File: src/rtl/reggy_pipe.sv
// Multi-stage pipeline register with stall, flush, back-pressure and an
// optional bubble-collapsing mode. Stage 0 takes the input; stage DEPTH-1 drives the output.
module reggy_pipe #(
    parameter int             W         = 8,
    parameter int             DEPTH     = 2,
    parameter bit             COLLAPSE  = 1'b0,
    parameter logic [W-1:0]   RESET_VAL = '0
) (
    input  logic                       clk,
    input  logic                       rst,
    input  logic [W-1:0]               in_data,
    input  logic                       in_valid,
    output logic                       in_ready,
    input  logic                       stall,
    input  logic                       flush,
    output logic [W-1:0]               out_data,
    output logic                       out_valid,
    output logic [$clog2(DEPTH+1)-1:0] count
);

    localparam int CW = $clog2(DEPTH + 1);

    logic [W-1:0]     data_r [DEPTH];
    logic [DEPTH-1:0] valid_r;
    logic [CW-1:0]    count_r;

    logic [W-1:0]     src_d_s [DEPTH];
    logic [DEPTH-1:0] src_v_s;
    logic [DEPTH-1:0] en_s;
    logic [DEPTH-1:0] valid_nxt_s;
    logic [CW-1:0]    count_nxt_s;
    logic             accept_s;
    logic             retire_s;

    // Each stage's load source: the input for stage 0, the previous stage otherwise.
    for (genvar k = 0; k < DEPTH; k++) begin : g_src
        if (k == 0) begin : g_head
            assign src_d_s[k] = in_data;
            assign src_v_s[k] = in_valid;
        end else begin : g_body
            assign src_d_s[k] = data_r[k-1];
            assign src_v_s[k] = valid_r[k-1];
        end
    end

    // Stage enables; in collapse mode a stage advances if any slot at or beyond it is empty.
    always_comb begin : p_enable
        logic tail_full_s;
        tail_full_s = 1'b1;
        en_s        = '0;
        for (int k = DEPTH - 1; k >= 0; k--) begin
            tail_full_s = tail_full_s & valid_r[k];
            if (COLLAPSE) begin
                en_s[k] = !stall || !tail_full_s;
            end else begin
                en_s[k] = !stall;
            end
        end
    end

    // Next valid bits and occupancy; flush overrides both stall and load.
    always_comb begin
        accept_s = in_valid & en_s[0];
        retire_s = valid_r[DEPTH-1] & !stall;
        for (int k = 0; k < DEPTH; k++) begin
            if (flush) begin
                valid_nxt_s[k] = 1'b0;
            end else if (en_s[k]) begin
                valid_nxt_s[k] = src_v_s[k];
            end else begin
                valid_nxt_s[k] = valid_r[k];
            end
        end
        if (flush) begin
            count_nxt_s = '0;
        end else begin
            count_nxt_s = count_r + CW'(accept_s) - CW'(retire_s);
        end
    end

    // Stage data, valid and occupancy registers.
    always_ff @(posedge clk or posedge rst) begin
        if (rst) begin
            for (int k = 0; k < DEPTH; k++) begin
                data_r[k] <= RESET_VAL;
            end
            valid_r <= '0;
            count_r <= '0;
        end else begin
            for (int k = 0; k < DEPTH; k++) begin
                if (en_s[k]) begin
                    data_r[k] <= src_d_s[k];
                end else begin
                    data_r[k] <= data_r[k];
                end
            end
            valid_r <= valid_nxt_s;
            count_r <= count_nxt_s;
        end
    end

    assign in_ready  = en_s[0];
    assign out_data  = data_r[DEPTH-1];
    assign out_valid = valid_r[DEPTH-1];
    assign count     = count_r;

endmodule

File: config.mk
export PLATFORM = sky130hd
export DESIGN_NAME = reggy_pipe
export DESIGN_NICKNAME = d
export VERILOG_FILES = /design/src/rtl/reggy_pipe.sv
export SDC_FILE = /design/constraint.sdc
export NUM_CORES = 1
export LEC_CHECK = 0
export CORE_MARGIN = 2
export CORE_UTILIZATION = 30
export CTS_CLUSTER_SIZE = 25
export DETAILED_ROUTE_END_ITERATION = 12
export SYNTH_ARGS = -nofsm -noshare
export SYNTH_HDL_FRONTEND = slang
export SYNTH_SLANG_ARGS = --single-unit
File: constraint.sdc
create_clock -name clk -period 2.4 [get_ports clk]
set_input_delay 0.72 -clock clk [delete_from_list [all_inputs] [get_ports clk]]
set_output_delay 0.72 -clock clk [all_outputs]
set_load 0.02 [all_outputs]
# ---- After elaboration in Yosys (flattened, before gate mapping)
# Cells that the tools add are included.
dict set report classes {
  muxes 5
  n_addsub 2
  n_bitwise 2
  n_reduce_logical 1
  n_eq_ne 1
}
# op count
set ops {}
lappend ops {{2-to-1 mux 1 bit} 4}
lappend ops {{adder 2 x 1 -> 2 bit} 1}
lappend ops {{bitwise AND 1 bit} 2}
lappend ops {{2-to-1 mux 2 bit} 1}
lappend ops {{inequality test 2 x 1 -> 1 bit, second input constant} 1}
lappend ops {{subtractor 2 x 1 -> 2 bit} 1}
lappend ops {{zero test 1 bit} 1}
dict set report word_totals {
  in_bits 13
  word_cells 15
  reg_bits 20
}

# ---- Depth between registers and ports, before layout
dict set report logic_depth {
  ltp_word 5
  mapped_depth 7
  depth_no_buf 6
}

# ---- Worst setup path before layout
# OpenSTA, ideal clock, no wires.
dict set report synth_path {
  path_type {input port to flip-flop}
  start {input port stall}
  end {register count_r[1], in the netlist count[1]}
  n_path_buf 1
  arrival_ps 1757
  cell_stages 7
  path_slack_ps 571
  cell_sequence {buf_6 > and2b_1 > ha_1 > inv_1 > ha_1 > xnor3_1 > nor2_1}
}
dict set report synth_via {
  elab_chain_cells 5
}
# element line_no
set synth_rtl {}
lappend synth_rtl {{from (decl)} 14} ;# input logic stall,
lappend synth_rtl {{zero test 1 bit (*)} {56, 64}}
lappend synth_rtl {{bitwise AND 1 bit} 63} ;# accept_s = in_valid & en_s[0];
lappend synth_rtl {{adder 2 x 1 -> 2 bit} 77} ;# count_nxt_s = count_r + CW'(accept_s) - CW'(retire_s);
lappend synth_rtl {{subtractor 2 x 1 -> 2 bit (*)} 77}
lappend synth_rtl {{2-to-1 mux 2 bit (*)} 74} ;# if (flush) begin
lappend synth_rtl {{via count_nxt_s[1]} 31} ;# logic [CW-1:0] count_nxt_s;
lappend synth_rtl {{to (signal assigned)} 98} ;# count_r <= count_nxt_s;
lappend synth_rtl {{to (decl)} 25} ;# logic [CW-1:0] count_r;
# Mark *: on every way through the listed nets, which the timed path passes. The rest lies on a longest branch.
# A chain may end at the register's enable or synchronous reset.

# ---- Worst setup path in the final report
dict set report layout_path {
  start {input port stall}
  end {output port in_ready}
}
dict set report layout_via {
  elab_chain_cells 1
}
# element line_no
set layout_rtl {}
lappend layout_rtl {{zero test 1 bit} 56} ;# en_s[k] = !stall;
lappend layout_rtl {{to (decl)} 13} ;# output logic in_ready,
# Every way passes these cells.

==> results.md <==
* Top cells by area, synth: dfrtp_1 54%, mux2_4 26%, buf_4 6.5%
* Reg2reg path depth at 6
* CTS resizes at 1
* Via count normalized by instance count at 4.35
* Fin crit share at between 90% and 100%
* Net Count, Synth at 75
* Critical path peak fanout at 2
* CTS tree: done
* Routed WL per cell at 12.4 µm
* Crit path launch type: primary input
* N_diodes at 0
* P&R area growth vs syn at 26.1%
* Number of max-cap violations at 0
* Clock sink total at 20
* Synth warn at 0
* Area share of the leading cell type in the synthesized netlist at 53.8%
* Post-synth top area cell: dfrtp_1
* Cts hold-fix bufs at 0
* Die width at 59.7 µm
* Overflow after GRT at 0
* Core ar. at 0.00300 mm²
* Hold_sp: data_r[9]
* Clk Latency, worst-skew pair at 0.29 ns
* Initial core utilization at 31.0%
* Family with the most delay on the worst path: buffers and inverters
* Post-synthesis register bit count at 20
* First-pass GRT wire length at between 2000 and 2500 µm
* Distinct cells, synth at 14
* Reg2reg setup slack at 1.00 ns
* Final Hold Viols at 0
* Routed Antenna Nets at 0
* Die footprint at 0.00356 mm²
* Most frequent cells after synthesis: 20 x dfrtp_1, 16 x mux2_4, 8 x buf_4
* Post-DP Area at 0.00115 mm²
* Leak pwr at 0.563 nW
* Final RePlAce weighted congestion at roughly 0.6
* FF-to-FF Start: valid_r[1]
* Mean Syn Cell Area at between 15 and 20 µm²
* Largest net degree at the start of global routing at 21
* Hold WC Path Type: flop to flop
* CP endpoint kind: output pin
* Remaining DRCs at 0
* CP Buf/Inv Count at 3
* Clk pin slew, worst setup/hold paths at 0.10 ns
* Worst reg2reg path endpoint: count[1]
* Design Area, Final at 0.00117 mm²
* Status: finished clean
* Initial antenna violation count at 0
* Fin crit period at 2.31 ns
* CP peak stage delay at approximately 0.5 ns
* CTS root buf: clkbuf_4
* EDFF count, synth at 0
* Drt total wl at 1400 µm
* Proportion of layout cells with a drive suffix above 1 at approximately 29%
* Final setup violation count at 0
* Fmax at 433 MHz
* Number of global-route vias before repair at a little over 500
* CP cell instances: clkdlybuf4s50_1 > inv_1 > dlygate4sd2_1
* # fillers at between 200 and 300
* Peak supply drop at 0.274 mV
* Slew @ Worst Pin at 0.247 ns
* DRT Pass-1 Iters at 2
* DIE HEIGHT at ~60 µm
* Power per cell area at about 620 mW/mm²
* Via count at 492
* Max-slew violation count at 0
* Worst Path Class, Setup: primary input to output pin
* DPL Wire Length at 1060 µm
* Ports at 25
* Main flop type after synthesis: dfrtp_1
* Worst EP arrival at 1.59 ns
* DRT iter0 DRCs at 3
* CP max-delay cell: clkdlybuf4s50_1
* Clk_skew at around 0.0013 ns
* Fraction of registers with async set or reset after synthesis at 100%
* Unrepaired setup endpoints after global routing: no
* Total power at 0.732 mW
* Row count at 20
* Post-synthesis instance total at 60
* Worst hold endpoint: out_data[1]
* Number of setup buffers added after CTS at 0
* Nets at 97
* Relative slew margins at between 80% and 90%
* Clock buffer count from CTS at 3
* Worst Path Required at 1.68 ns
* Top-count cell post-synth: dfrtp_1
* Port Buffers at 24
* Hold Crit Depth at 1
* CTS max path bufs at 2
* H-tree depth at 1
* Sequential fraction of the synthesis area at 53.8%
* Syn Std Cell Area at roughly 930 µm²
* Total GRT Usage at 8.80%
[cell type report]
class	count	area, µm²	area share (%)
Clock buffer	3	22.5	1.92
Sequential cell	20	500	42.6
Tap cell	33	41.3	3.52
Multi-Input combinational cell	27	337	28.7
Inverter	3	11.3	0.959
Timing Repair Buffer	27	262	22.3
[flip-flops by register name, indices dropped and copies added (netlist names)]
signal / flops
valid_r: 2
count: 2
out_data: 8
data_r: 8
[worst reg2reg max path, cell delays in order (launching register included)]
cell     delay, ns
dfrtp_1       0.40
and2b_1       0.16
ha_1          0.28
inv_1         0.06
ha_1          0.14
xnor3_1       0.20
nor2_1        0.10
[cell families after synthesis]
| kind of cell | Yosys count | share of synthesized area, % |
|---|---|---|
| buffers and inverters | 13 | 10.1 |
| DFF | 20 | 53.8 |
| xor gates and xnor gates | 1 | 2.42 |
| and+or+nand+nor | 6 | 3.63 |
| muxes | 17 | 26.9 |
| adders and majority gates | 2 | 2.69 |
| AOI/OAI and AO/OA | 1 | 0.537 |
[layout by cell type, fill, tap and decap left out, drive strengths merged]
master	instances
clkdlybuf4s50	23
and2b	1
dfrtp	20
nand2	1
a21oi	1
nor2	2
inv	3
dlygate4sd2	1
nand2b	1
mux2i	1
nor2b	1
buf	3
ha	2
mux2	16
xnor3	1
clkbuf	3
[worst max path at each step]
stage | startpoint | endpoint | slack, ns | depth (start not counted)
6_report | stall | in_ready | 0.09 | 3
5_1_grt | stall | in_ready | 0.04 | 3
4_1_cts | stall | in_ready | 0.07 | 3
3_5_place_dp | stall | in_ready | -0.18 | 3
3_3_place_gp | stall | in_ready | -0.17 | 3
2_1_floorplan | stall | count[1] | 0.57 | 7
[through the flow]
stage	hold WS [ns]	utilization [%]	setup slack (ns)	TNS (ns)	std cells
2_1_floorplan	0.482	-	0.571	0	60
3_3_place_gp	0.490	38.4	-0.167	-0.335	110
3_5_place_dp	0.494	38.4	-0.176	-0.378	110
4_1_cts	0.520	39.1	0.0735	0	113
5_1_grt	0.530	39.1	0.0355	0	113
6_report	0.512	39.1	0.0889	0	113
[where the power goes]
part	switching, mW	internal (mW)
Combinational	0.0703	0.116
Sequential	0.0218	0.375
Clock	0.0916	0.0584
Total	0.184	0.549
[routing by layer]
metal  vias up  GRT usage [%]  share of wire [%]
met5         -              0                  0
met2        19           12.0                 44
met1       240           11.9                 46
li1        230              -                  -
met4         0           5.71                2.1
met3         3           2.81                7.8
(Power assumes the default switching activity.)
